**config.mk**
```make
export PLATFORM = sky130hd
export DESIGN_NAME = ip_tx_arbiter_flat
export DESIGN_NICKNAME = d
export VERILOG_FILES = /design/src/rtl/ip_tx_arbiter_if.sv /design/src/rtl/ip_tx_arbiter.sv /design/src/flat_wrapper.sv
export SDC_FILE = /design/constraint.sdc
export NUM_CORES = 1
export LEC_CHECK = 0
export CORE_AREA = 2 2 134 136
export CTS_CLUSTER_SIZE = 40
export DETAILED_ROUTE_END_ITERATION = 16
export DIE_AREA = 0 0 136 138
export MAX_ROUTING_LAYER = met4
export PLACE_DENSITY_LB_ADDON = 0.15
export SYNTH_ARGS = -nofsm -noshare
export SYNTH_HDL_FRONTEND = slang
export SYNTH_SLANG_ARGS = --single-unit
```
**constraint.sdc**
```tcl
create_clock -name ACLK -period 5.6 [get_ports ACLK]
set_clock_uncertainty 0.15 [all_clocks]
set_input_delay 1.4 -clock ACLK [delete_from_list [all_inputs] [get_ports ACLK]]
set_output_delay 1.4 -clock ACLK [all_outputs]
set_load 0.1 [all_outputs]
```
**src/rtl/ip_tx_arbiter_if.sv**
```systemverilog
// Handshake/bus bundle between result sources, ip_tx_arbiter and ip_packet_tx.
// master = arbiter view, slave = requesters plus transmitter view.
interface ip_tx_arbiter_if #(
  parameter int NUM_REQ          = 2,
  parameter int IP_ADDR_WIDTH    = 32,
  parameter int MAC_ADDR_WIDTH   = 48,
  parameter int UDP_PORT_WIDTH   = 16,
  parameter int ACCEL_DATA_WIDTH = 10
);
  logic [NUM_REQ-1:0]                      REQ_VALID;
  logic [NUM_REQ-1:0]                      REQ_READY;
  logic [0:NUM_REQ*IP_ADDR_WIDTH-1]        REQ_IP_ADDRESS;
  logic [0:NUM_REQ*MAC_ADDR_WIDTH-1]       REQ_MAC_ADDRESS;
  logic [0:NUM_REQ*UDP_PORT_WIDTH-1]       REQ_UDP_PORT;
  logic [0:NUM_REQ*ACCEL_DATA_WIDTH-1]     REQ_MESSAGE;
  logic [IP_ADDR_WIDTH-1:0]                RECIPIENT_IP_ADDRESS;
  logic [MAC_ADDR_WIDTH-1:0]               RECIPIENT_MAC_ADDRESS;
  logic [UDP_PORT_WIDTH-1:0]               RECIPIENT_UDP_PORT;
  logic [ACCEL_DATA_WIDTH-1:0]             RECIPIENT_MESSAGE;
  logic                                    START_IP_TXN;
  logic                                    READY_FOR_SEND;
  logic                                    MAC_DATA_VALID;
  logic                                    MAC_DATA_READY;
  logic                                    MAC_DATA_LAST;
  logic                                    BUSY;
  logic [2:0]                              GRANT_ID;
  logic [15:0]                             PACKET_COUNT;

  modport master (
    input  REQ_VALID, REQ_IP_ADDRESS, REQ_MAC_ADDRESS, REQ_UDP_PORT, REQ_MESSAGE,
           READY_FOR_SEND, MAC_DATA_VALID, MAC_DATA_READY, MAC_DATA_LAST,
    output REQ_READY, RECIPIENT_IP_ADDRESS, RECIPIENT_MAC_ADDRESS, RECIPIENT_UDP_PORT,
           RECIPIENT_MESSAGE, START_IP_TXN, BUSY, GRANT_ID, PACKET_COUNT
  );

  modport slave (
    output REQ_VALID, REQ_IP_ADDRESS, REQ_MAC_ADDRESS, REQ_UDP_PORT, REQ_MESSAGE,
           READY_FOR_SEND, MAC_DATA_VALID, MAC_DATA_READY, MAC_DATA_LAST,
    input  REQ_READY, RECIPIENT_IP_ADDRESS, RECIPIENT_MAC_ADDRESS, RECIPIENT_UDP_PORT,
           RECIPIENT_MESSAGE, START_IP_TXN, BUSY, GRANT_ID, PACKET_COUNT
  );
endinterface

```
**src/rtl/ip_tx_arbiter.sv**
```systemverilog
// Round-robin (or fixed priority with IP_TX_ARB_STRICT_PRIO_EN) share of one ip_packet_tx; grant->launch 1 cycle,
// holds in LAUNCH while READY_FOR_SEND=0 and in SENDING until the last MAC beat handshakes.
module ip_tx_arbiter #(
  parameter int NUM_REQ          = 2,
  parameter int IP_ADDR_WIDTH    = 32,
  parameter int MAC_ADDR_WIDTH   = 48,
  parameter int UDP_PORT_WIDTH   = 16,
  parameter int ACCEL_DATA_WIDTH = 10
) (
  input  logic            ACLK,
  input  logic            ARESET,
  ip_tx_arbiter_if.master arb_bus
);
  localparam int PW = (NUM_REQ > 1) ? $clog2(NUM_REQ) : 1;

  typedef enum logic [1:0] {IDLE, LAUNCH, SENDING} state_t;

  state_t                      state, state_nxt;
  logic [PW-1:0]               ptr, ptr_nxt, win_idx, cand;
  logic                        win_vld, grant, start, last_beat;
  logic [NUM_REQ-1:0]          ready_vec;
  logic [IP_ADDR_WIDTH-1:0]    ip_q;
  logic [MAC_ADDR_WIDTH-1:0]   mac_q;
  logic [UDP_PORT_WIDTH-1:0]   port_q;
  logic [ACCEL_DATA_WIDTH-1:0] msg_q;
  logic [2:0]                  grant_id_q;
  logic [15:0]                 cnt_q;

  assign last_beat = arb_bus.MAC_DATA_VALID & arb_bus.MAC_DATA_READY & arb_bus.MAC_DATA_LAST;

  // First pending requester at or above the pointer, wrapping at NUM_REQ-1.
  always_comb begin : pick
    win_vld = 1'b0;
    win_idx = '0;
    cand    = '0;
    for (int k = 0; k < NUM_REQ; k++) begin
      cand = PW'((k + int'(ptr)) % NUM_REQ);
      if (!win_vld && arb_bus.REQ_VALID[cand]) begin
        win_vld = 1'b1;
        win_idx = cand;
      end
    end
  end

`ifdef IP_TX_ARB_STRICT_PRIO_EN
  assign ptr_nxt = '0;
`else
  assign ptr_nxt = (win_idx == PW'(NUM_REQ - 1)) ? '0 : win_idx + 1'b1;
`endif

  always_comb begin : fsm
    state_nxt = state;
    grant     = 1'b0;
    start     = 1'b0;
    ready_vec = '0;
    case (state)
      IDLE: begin
        if (win_vld) begin
          grant     = 1'b1;
          ready_vec = NUM_REQ'(1) << win_idx;
          state_nxt = LAUNCH;
        end
      end
      LAUNCH: begin
        if (arb_bus.READY_FOR_SEND) begin
          start     = 1'b1;
          state_nxt = SENDING;
        end
      end
      SENDING: begin
        if (last_beat) state_nxt = IDLE;
      end
      default: state_nxt = IDLE;
    endcase
  end

  always_ff @(posedge ACLK or negedge ARESET) begin
    if (!ARESET) begin
      state      <= IDLE;
      ptr        <= '0;
      ip_q       <= '0;
      mac_q      <= '0;
      port_q     <= '0;
      msg_q      <= '0;
      grant_id_q <= '0;
      cnt_q      <= '0;
    end else begin
      state <= state_nxt;
      if (grant) begin
        ip_q       <= arb_bus.REQ_IP_ADDRESS[int'(win_idx)*IP_ADDR_WIDTH +: IP_ADDR_WIDTH];
        mac_q      <= arb_bus.REQ_MAC_ADDRESS[int'(win_idx)*MAC_ADDR_WIDTH +: MAC_ADDR_WIDTH];
        port_q     <= arb_bus.REQ_UDP_PORT[int'(win_idx)*UDP_PORT_WIDTH +: UDP_PORT_WIDTH];
        msg_q      <= arb_bus.REQ_MESSAGE[int'(win_idx)*ACCEL_DATA_WIDTH +: ACCEL_DATA_WIDTH];
        grant_id_q <= 3'(win_idx);
        ptr        <= ptr_nxt;
      end
      if (state == SENDING && last_beat) cnt_q <= cnt_q + 16'd1;
    end
  end

  // Gated by reset so no grant is offered while the block is held in reset.
  assign arb_bus.REQ_READY             = ARESET ? ready_vec : '0;
  assign arb_bus.START_IP_TXN          = start;
  assign arb_bus.BUSY                  = (state != IDLE);
  assign arb_bus.GRANT_ID              = grant_id_q;
  assign arb_bus.PACKET_COUNT          = cnt_q;
  assign arb_bus.RECIPIENT_IP_ADDRESS  = ip_q;
  assign arb_bus.RECIPIENT_MAC_ADDRESS = mac_q;
  assign arb_bus.RECIPIENT_UDP_PORT    = port_q;
  assign arb_bus.RECIPIENT_MESSAGE     = msg_q;
endmodule
```
**src/flat_wrapper.sv**
```systemverilog
// flat-port wrapper written by rule: the top's interface ports become plain ports
module ip_tx_arbiter_flat 
#(
  parameter int NUM_REQ          = 2,
  parameter int IP_ADDR_WIDTH    = 32,
  parameter int MAC_ADDR_WIDTH   = 48,
  parameter int UDP_PORT_WIDTH   = 16,
  parameter int ACCEL_DATA_WIDTH = 10
)
  (ACLK, ARESET, arb_bus_REQ_VALID, arb_bus_REQ_IP_ADDRESS, arb_bus_REQ_MAC_ADDRESS, arb_bus_REQ_UDP_PORT, arb_bus_REQ_MESSAGE, arb_bus_READY_FOR_SEND, arb_bus_MAC_DATA_VALID, arb_bus_MAC_DATA_READY, arb_bus_MAC_DATA_LAST, arb_bus_REQ_READY, arb_bus_RECIPIENT_IP_ADDRESS, arb_bus_RECIPIENT_MAC_ADDRESS, arb_bus_RECIPIENT_UDP_PORT, arb_bus_RECIPIENT_MESSAGE, arb_bus_START_IP_TXN, arb_bus_BUSY, arb_bus_GRANT_ID, arb_bus_PACKET_COUNT);
  ip_tx_arbiter_if #(.NUM_REQ(NUM_REQ), .IP_ADDR_WIDTH(IP_ADDR_WIDTH), .MAC_ADDR_WIDTH(MAC_ADDR_WIDTH), .UDP_PORT_WIDTH(UDP_PORT_WIDTH), .ACCEL_DATA_WIDTH(ACCEL_DATA_WIDTH)) arb_bus_i ();
  input  logic ACLK;
  input  logic ARESET;
  input wire logic [$bits(arb_bus_i.REQ_VALID)-1:0] arb_bus_REQ_VALID;
  input wire logic [$bits(arb_bus_i.REQ_IP_ADDRESS)-1:0] arb_bus_REQ_IP_ADDRESS;
  input wire logic [$bits(arb_bus_i.REQ_MAC_ADDRESS)-1:0] arb_bus_REQ_MAC_ADDRESS;
  input wire logic [$bits(arb_bus_i.REQ_UDP_PORT)-1:0] arb_bus_REQ_UDP_PORT;
  input wire logic [$bits(arb_bus_i.REQ_MESSAGE)-1:0] arb_bus_REQ_MESSAGE;
  input wire logic [$bits(arb_bus_i.READY_FOR_SEND)-1:0] arb_bus_READY_FOR_SEND;
  input wire logic [$bits(arb_bus_i.MAC_DATA_VALID)-1:0] arb_bus_MAC_DATA_VALID;
  input wire logic [$bits(arb_bus_i.MAC_DATA_READY)-1:0] arb_bus_MAC_DATA_READY;
  input wire logic [$bits(arb_bus_i.MAC_DATA_LAST)-1:0] arb_bus_MAC_DATA_LAST;
  output wire logic [$bits(arb_bus_i.REQ_READY)-1:0] arb_bus_REQ_READY;
  output wire logic [$bits(arb_bus_i.RECIPIENT_IP_ADDRESS)-1:0] arb_bus_RECIPIENT_IP_ADDRESS;
  output wire logic [$bits(arb_bus_i.RECIPIENT_MAC_ADDRESS)-1:0] arb_bus_RECIPIENT_MAC_ADDRESS;
  output wire logic [$bits(arb_bus_i.RECIPIENT_UDP_PORT)-1:0] arb_bus_RECIPIENT_UDP_PORT;
  output wire logic [$bits(arb_bus_i.RECIPIENT_MESSAGE)-1:0] arb_bus_RECIPIENT_MESSAGE;
  output wire logic [$bits(arb_bus_i.START_IP_TXN)-1:0] arb_bus_START_IP_TXN;
  output wire logic [$bits(arb_bus_i.BUSY)-1:0] arb_bus_BUSY;
  output wire logic [$bits(arb_bus_i.GRANT_ID)-1:0] arb_bus_GRANT_ID;
  output wire logic [$bits(arb_bus_i.PACKET_COUNT)-1:0] arb_bus_PACKET_COUNT;
  assign arb_bus_i.REQ_VALID = arb_bus_REQ_VALID;
  assign arb_bus_i.REQ_IP_ADDRESS = arb_bus_REQ_IP_ADDRESS;
  assign arb_bus_i.REQ_MAC_ADDRESS = arb_bus_REQ_MAC_ADDRESS;
  assign arb_bus_i.REQ_UDP_PORT = arb_bus_REQ_UDP_PORT;
  assign arb_bus_i.REQ_MESSAGE = arb_bus_REQ_MESSAGE;
  assign arb_bus_i.READY_FOR_SEND = arb_bus_READY_FOR_SEND;
  assign arb_bus_i.MAC_DATA_VALID = arb_bus_MAC_DATA_VALID;
  assign arb_bus_i.MAC_DATA_READY = arb_bus_MAC_DATA_READY;
  assign arb_bus_i.MAC_DATA_LAST = arb_bus_MAC_DATA_LAST;
  assign arb_bus_REQ_READY = arb_bus_i.REQ_READY;
  assign arb_bus_RECIPIENT_IP_ADDRESS = arb_bus_i.RECIPIENT_IP_ADDRESS;
  assign arb_bus_RECIPIENT_MAC_ADDRESS = arb_bus_i.RECIPIENT_MAC_ADDRESS;
  assign arb_bus_RECIPIENT_UDP_PORT = arb_bus_i.RECIPIENT_UDP_PORT;
  assign arb_bus_RECIPIENT_MESSAGE = arb_bus_i.RECIPIENT_MESSAGE;
  assign arb_bus_START_IP_TXN = arb_bus_i.START_IP_TXN;
  assign arb_bus_BUSY = arb_bus_i.BUSY;
  assign arb_bus_GRANT_ID = arb_bus_i.GRANT_ID;
  assign arb_bus_PACKET_COUNT = arb_bus_i.PACKET_COUNT;
  ip_tx_arbiter #(.NUM_REQ(NUM_REQ), .IP_ADDR_WIDTH(IP_ADDR_WIDTH), .MAC_ADDR_WIDTH(MAC_ADDR_WIDTH), .UDP_PORT_WIDTH(UDP_PORT_WIDTH), .ACCEL_DATA_WIDTH(ACCEL_DATA_WIDTH)) u_core (.ACLK(ACLK), .ARESET(ARESET), .arb_bus(arb_bus_i));
endmodule
```
---- Word-level counts from Yosys, hierarchy flattened ----
Cells that the tools add are included.
operators by class
  add/subtract/negate cells ............... 3
  $mul .................................... 2
  magnitude comparators ................... 2
  eq/ne operators ......................... 5
  shift-type cells ........................ 5
  mux-type cells .......................... 20
  bitwise logic cells ..................... 6
  reduce and logical (&&, ||, !) cells .... 6
operators by type and width
  kind                                                   count
  indexed part select 96 x 32 -> 97 bit                  1
  indexed part select 64 x 32 -> 65 bit                  1
  inverter 32 bit                                        2
  indexed part select 32 x 32 -> 33 bit                  1
  inverter 5 -> 32 bit                                   1
  inverter 6 -> 32 bit                                   1
  indexed part select 20 x 32 -> 21 bit                  1
  adder 16 x 1 -> 16 bit, second input constant          1
  2-to-1 mux 1 bit                                       13
  2-to-1 mux 2 bit                                       6
  one-hot mux 2 bit (3 select lines)                     1
  < comparator 1 x 2 -> 1 bit, second input constant     2
  multiplier 1 x 3 -> 4 bit, second input constant       1
  inequality test 2 x 1 -> 1 bit, second input constant  2
  multiplier 1 x 2 -> 3 bit, second input constant       1
  AND reduction 3 bit                                    1
  bitwise AND 1 bit                                      2
  equality test 2 x 1 -> 1 bit, second input constant    1
  equality test 2 bit, second input constant             1
  logical AND 1 bit                                      2
  logical NOT 2 bit                                      1
  inequality test 2 bit, second input constant           1
  nonzero test 2 bit                                     1
  left shift 1 x 1 -> 2 bit, first input constant        1
  3 further kinds                                        3
word-level totals
  register bits after elaboration ......... 126
  input port bits ......................... 220
  output and inout bits ................... 129
  word-level logic and storage cells ...... 57

---- Longest topological paths before layout ----
  depth in word-level cells ............... 10
  mapped depth ............................ 7
  mapped depth without buffers ............ 4

---- Least setup slack after synthesis ----
No wires, ideal clock.
  kind .................................... input-to-output
  start point ............................. input arb_bus_REQ_VALID[0]
  end point ............................... output arb_bus_REQ_READY[1]
  arrival ................................. 3.030 ns
  required time ........................... 4.050 ns
  path slack .............................. 1.020 ns
  stages on the path ...................... 4
  buffers on the path ..................... 2
  cells stage by stage .................... a2111oi_4 -> buf_2 -> buf_2 -> and2_1
between the ends
  longest elaborated chain between the ends .. 10
  elaborated cells between the ends (all ways) .. 14
  classes of those cells .................. shift: 1; mux: 11; reduce/logical: 2
RTL lines
  element                                              line                  source
  from (decl)                                          flat_wrapper.sv:14    input wire logic [$bits(arb_bus_i.REQ_VALID)-1:0] arb_bus_REQ_VALID;
  2-to-1 mux 1 bit (not written as such) (2 in a row)  ip_tx_arbiter.sv:38   if (!win_vld && arb_bus.REQ_VALID[cand]) begin
  2-to-1 mux 1 bit                                     ip_tx_arbiter.sv:38
  logical NOT 1 bit                                    ip_tx_arbiter.sv:38
  logical AND 1 bit                                    ip_tx_arbiter.sv:38
  2-to-1 mux 1 bit                                     ip_tx_arbiter.sv:38
  left shift 1 x 1 -> 2 bit                            ip_tx_arbiter.sv:60   ready_vec = NUM_REQ'(1) << win_idx;
  2-to-1 mux 2 bit *                                   ip_tx_arbiter.sv:58   if (win_vld) begin
  2-to-1 mux 2 bit *                                   ip_tx_arbiter.sv:56   case (state)
  2-to-1 mux 2 bit *                                   ip_tx_arbiter.sv:102  assign arb_bus.REQ_READY = ARESET ? ready_vec : '0;
  to (decl)                                            flat_wrapper.sv:23    output wire logic [$bits(arb_bus_i.REQ_READY)-1:0] arb_bus_REQ_READY;
Every way passes the cells marked *; elsewhere a longest branch is shown, timed or not. The select of a mux whose other input is x is not followed.

---- Final worst setup path ----
  start point ............................. input arb_bus_REQ_VALID[1]
  end point ............................... output arb_bus_REQ_READY[1]
Same word-level chain as after synthesis.

==> impl_metrics.sql <==
INSERT INTO impl_metrics (metric_group, metric, value, unit) VALUES
('global_route', 'grt_pass1_vias', '5327', ''),
('logic_synthesis', 'synth_edf_count', '0', ''),
('die', 'initial_util', '29.93', '%'),
('logic_synthesis', 'postSynthCellCount', '442', ''),
('detailed_routing', 'post_drt_wl_per_cell', '19.33', 'um'),
('logic_synthesis', 'synthMuxAreaShare', '0.2145', '%'),
('detailed_routing', 'drc', '0', ''),
('clock_network', 'cts_root_buf', 'sky130_fd_sc_hd__clkbuf_16', ''),
('clock_network', 'cts.repair.resized', '0', ''),
('detailed_routing', 'drtIter0Drc', '544', ''),
('timing', 'finalMaxSlewViolations', '0', ''),
('detailed_routing', 'via_count', '5184', ''),
('global_route', 'grt_max_degree', '108', ''),
('setup_path', 'regToRegSetupSlack', '3040', 'ps'),
('timing', 'timing.final.crit_period', '4377', 'ps'),
('cells_and_area', 'syn_to_final_growth', '81.02', '%'),
('timing', 'setup_violations', '0', ''),
('placed_design', 'dp.final_hpwl', '13900', 'um'),
('clock_network', 'cts_tree', 'built', ''),
('logic_synthesis', 'synth_area_leaders', 'sky130_fd_sc_hd__dfrtp_1 (60%), sky130_fd_sc_hd__a222oi_1 (20%), sky130_fd_sc_hd__inv_1 (8.0%), sky130_fd_sc_hd__clkbuf_1 (1.7%), sky130_fd_sc_hd__xnor2_1 (1.3%)', ''),
('logic_synthesis', 'post_synth_instance_area', '5249', 'um^2'),
('setup_path', 'critical_path.startpoint', 'arb_bus_REQ_VALID[1]', ''),
('timing', 'finalCritPeriodShare', '78.17', '%'),
('die', 'floorplan.die.width', '136', 'um'),
('cells_and_area', 'drive_above_1_share', '5.577', '%'),
('die', 'die-area', '18770', 'um^2'),
('logic_synthesis', 'ys_top_cells_by_count', 'sky130_fd_sc_hd__dfrtp_1 (126), sky130_fd_sc_hd__inv_1 (112), sky130_fd_sc_hd__a222oi_1 (106)', ''),
('placed_design', 'io_buffers', '346', ''),
('setup_path', 'path_max_fanout', '4', ''),
('logic_synthesis', 'synthesis.area_per_instance', '11.88', 'um^2'),
('clock_network', 'clkLatencyLatePin', '410', 'ps'),
('global_route', 'grt.total_usage', '21.46', '%'),
('timing', 'worst_pin_slew', '1218', 'ps'),
('setup_path', 'reg2reg_depth', '5', ''),
('setup_path', 'crit_arrival', '2830', 'ps'),
('clock_network', 'numClockSinks', '126', ''),
('die', 'std_cell_rows', '49', ''),
('cells_and_area', 'fin_nets', '999', ''),
('logic_synthesis', 'synthDominantCellAreaShare', '60.07', '%'),
('timing', 'post-route-worst-setup-slack', '1223', 'ps'),
('setup_path', 'rr_startpoint', 'u_core.state[1]$_DFFE_PN0P_', ''),
('cells_and_area', 'final_core_utilization', '54.19', '%'),
('logic_synthesis', 'synth-warning-count', '0', ''),
('logic_synthesis', 'post_synth_and_or_nand_nor_area_fraction', '4.100', '%'),
('logic_synthesis', 'synth_compound_area_share', '21.29', '%'),
('logic_synthesis', 'synth_top_flop_cell', 'sky130_fd_sc_hd__dfrtp_1', ''),
('cells_and_area', 'fillerInstances', '1512', ''),
('logic_synthesis', 'synthMostInstantiatedCell', 'sky130_fd_sc_hd__dfrtp_1', ''),
('outcome', 'run_status', 'complete, no violations', ''),
('job', 'maxCapViolations', '0', ''),
('global_route', 'grt_antenna_before_repair', '1', ''),
('detailed_routing', 'detail_route.vias_per_cell', '5.087', ''),
('hold_path', 'worst_hold_startpoint', 'u_core.arb_bus.RECIPIENT_MAC_ADDRESS[9]$_DFFE_PN0P_', ''),
('detailed_routing', 'drtAntennaViolNets', '0', ''),
('hold_path', 'hold-path-cell-count', '2', ''),
('clock_network', 'clock_tree.htree_level_count', '4', ''),
('clock_network', 'clockBufferDepth', '2', ''),
('die', 'floorplan.io_pins', '349', ''),
('timing', 'hold_violations', '0', ''),
('placed_design', 'place_worst_setup_slack', '1187', 'ps'),
('timing', 'max_clock_freq', '228.4', 'MHz'),
('logic_synthesis', 'synthDistinctLibCells', '31', ''),
('timing', 'fin_hold_ws', '333.5', 'ps'),
('setup_path', 'timing.critical_path.required', '4050', 'ps'),
('logic_synthesis', 'yosys.area_share.xor_xnor', '2.503', '%'),
('setup_path', 'worstSetupEndpointType', 'output port', ''),
('setup_path', 'critical_path.reg2reg.endpoint', 'u_core.arb_bus.RECIPIENT_IP_ADDRESS[13]$_DFFE_PN0P_', ''),
('setup_path', 'worst-setup-path-type', 'input pin to output port', ''),
('detailed_routing', 'drt_pre_antenna_iters', '11', ''),
('setup_path', 'worst_setup_path_start_kind', 'input pin', ''),
('clock_network', 'clk_transition_reported_paths', '50', 'ps');
[state kept, by name, indices dropped and copies added, names as in the netlist]
signal / flops
u_core.arb_bus.RECIPIENT_UDP_PORT: 16
u_core.state: 2
u_core.arb_bus.RECIPIENT_MAC_ADDRESS: 48
u_core.arb_bus.PACKET_COUNT: 16
u_core.arb_bus.GRANT_ID: 1
u_core.arb_bus.RECIPIENT_MESSAGE: 10
u_core.arb_bus.RECIPIENT_IP_ADDRESS: 32
u_core.ptr: 1
[cell type report]
type	instances	area, um^2	area share, %
repair buffers	352	3511	36.95
clock inverters	7	135.1	1.422
inverters	113	424.2	4.464
well taps	229	286.5	3.016
multi-input cells	168	1511	15.91
flip-flops and latches	126	3153	33.18
clock buffers	23	478.0	5.030
diodes	1	2.502	0.02634
[cell families after synthesis]
kind of cell | after synthesis
flops | 126
xor+xnor | 15
mux | 1
compound gates | 112
buf+inv | 149
fa+ha+maj | 1
simple gates | 37
other cells | 1
[through the flow]
step                cell area [um^2]  cells
floorplan                       5253    443
global placement                8886    988
detailed placement              8886    988
CTS                             9499   1018
global route                    9502   1019
finish                          9502   1019
[layer usage]
metal	global-route usage, %	up-vias	wire length (um)
li1	-	2342	-
met3	6.564	30	1703
met2	35.76	254	10070
met1	24.18	2558	7440
met5	-	-	0
met4	7.785	0	482
[worst max-delay path: stages]
cell and delay (ps):
sky130_fd_sc_hd__clkdlybuf4s50_1 580, sky130_fd_sc_hd__inv_1 100, sky130_fd_sc_hd__a2111oi_4 250, sky130_fd_sc_hd__and2_1 190, sky130_fd_sc_hd__buf_4 300
[layout by cell type, fill, tap and decap left out, drive strengths merged, types with 2 or more instances in the layout]
master	netlist	final
and2	3	3
clkbuf	24	23
nand2	7	7
nor3	6	6
nor4	3	3
a222oi	106	106
a21oi	2	2
inv	113	113
and3	2	2
xor2	7	7
bufinv	0	4
clkdlybuf4s50	0	342
dfrtp	126	126
buf	12	10
nand4	5	5
xnor2	8	8
conb	1	2
clkinv	0	3
nand3	4	4
nor2	4	4
[how the worst max path moves through the flow]
| stage | end | cells past startpoint |
|---|---|---|
| final | arb_bus_REQ_READY[1] | 5 |
| after global routing | arb_bus_REQ_READY[1] | 4 |
| after detailed placement | arb_bus_REQ_READY[1] | 4 |
| after global placement | arb_bus_REQ_READY[1] | 4 |
| after CTS | arb_bus_REQ_READY[1] | 4 |
| after floorplan | arb_bus_REQ_READY[1] | 4 |
Power is left out: the tool's default activity adds up to more than one toggle a clock period on the data nets, which glitch-free logic cannot reach.
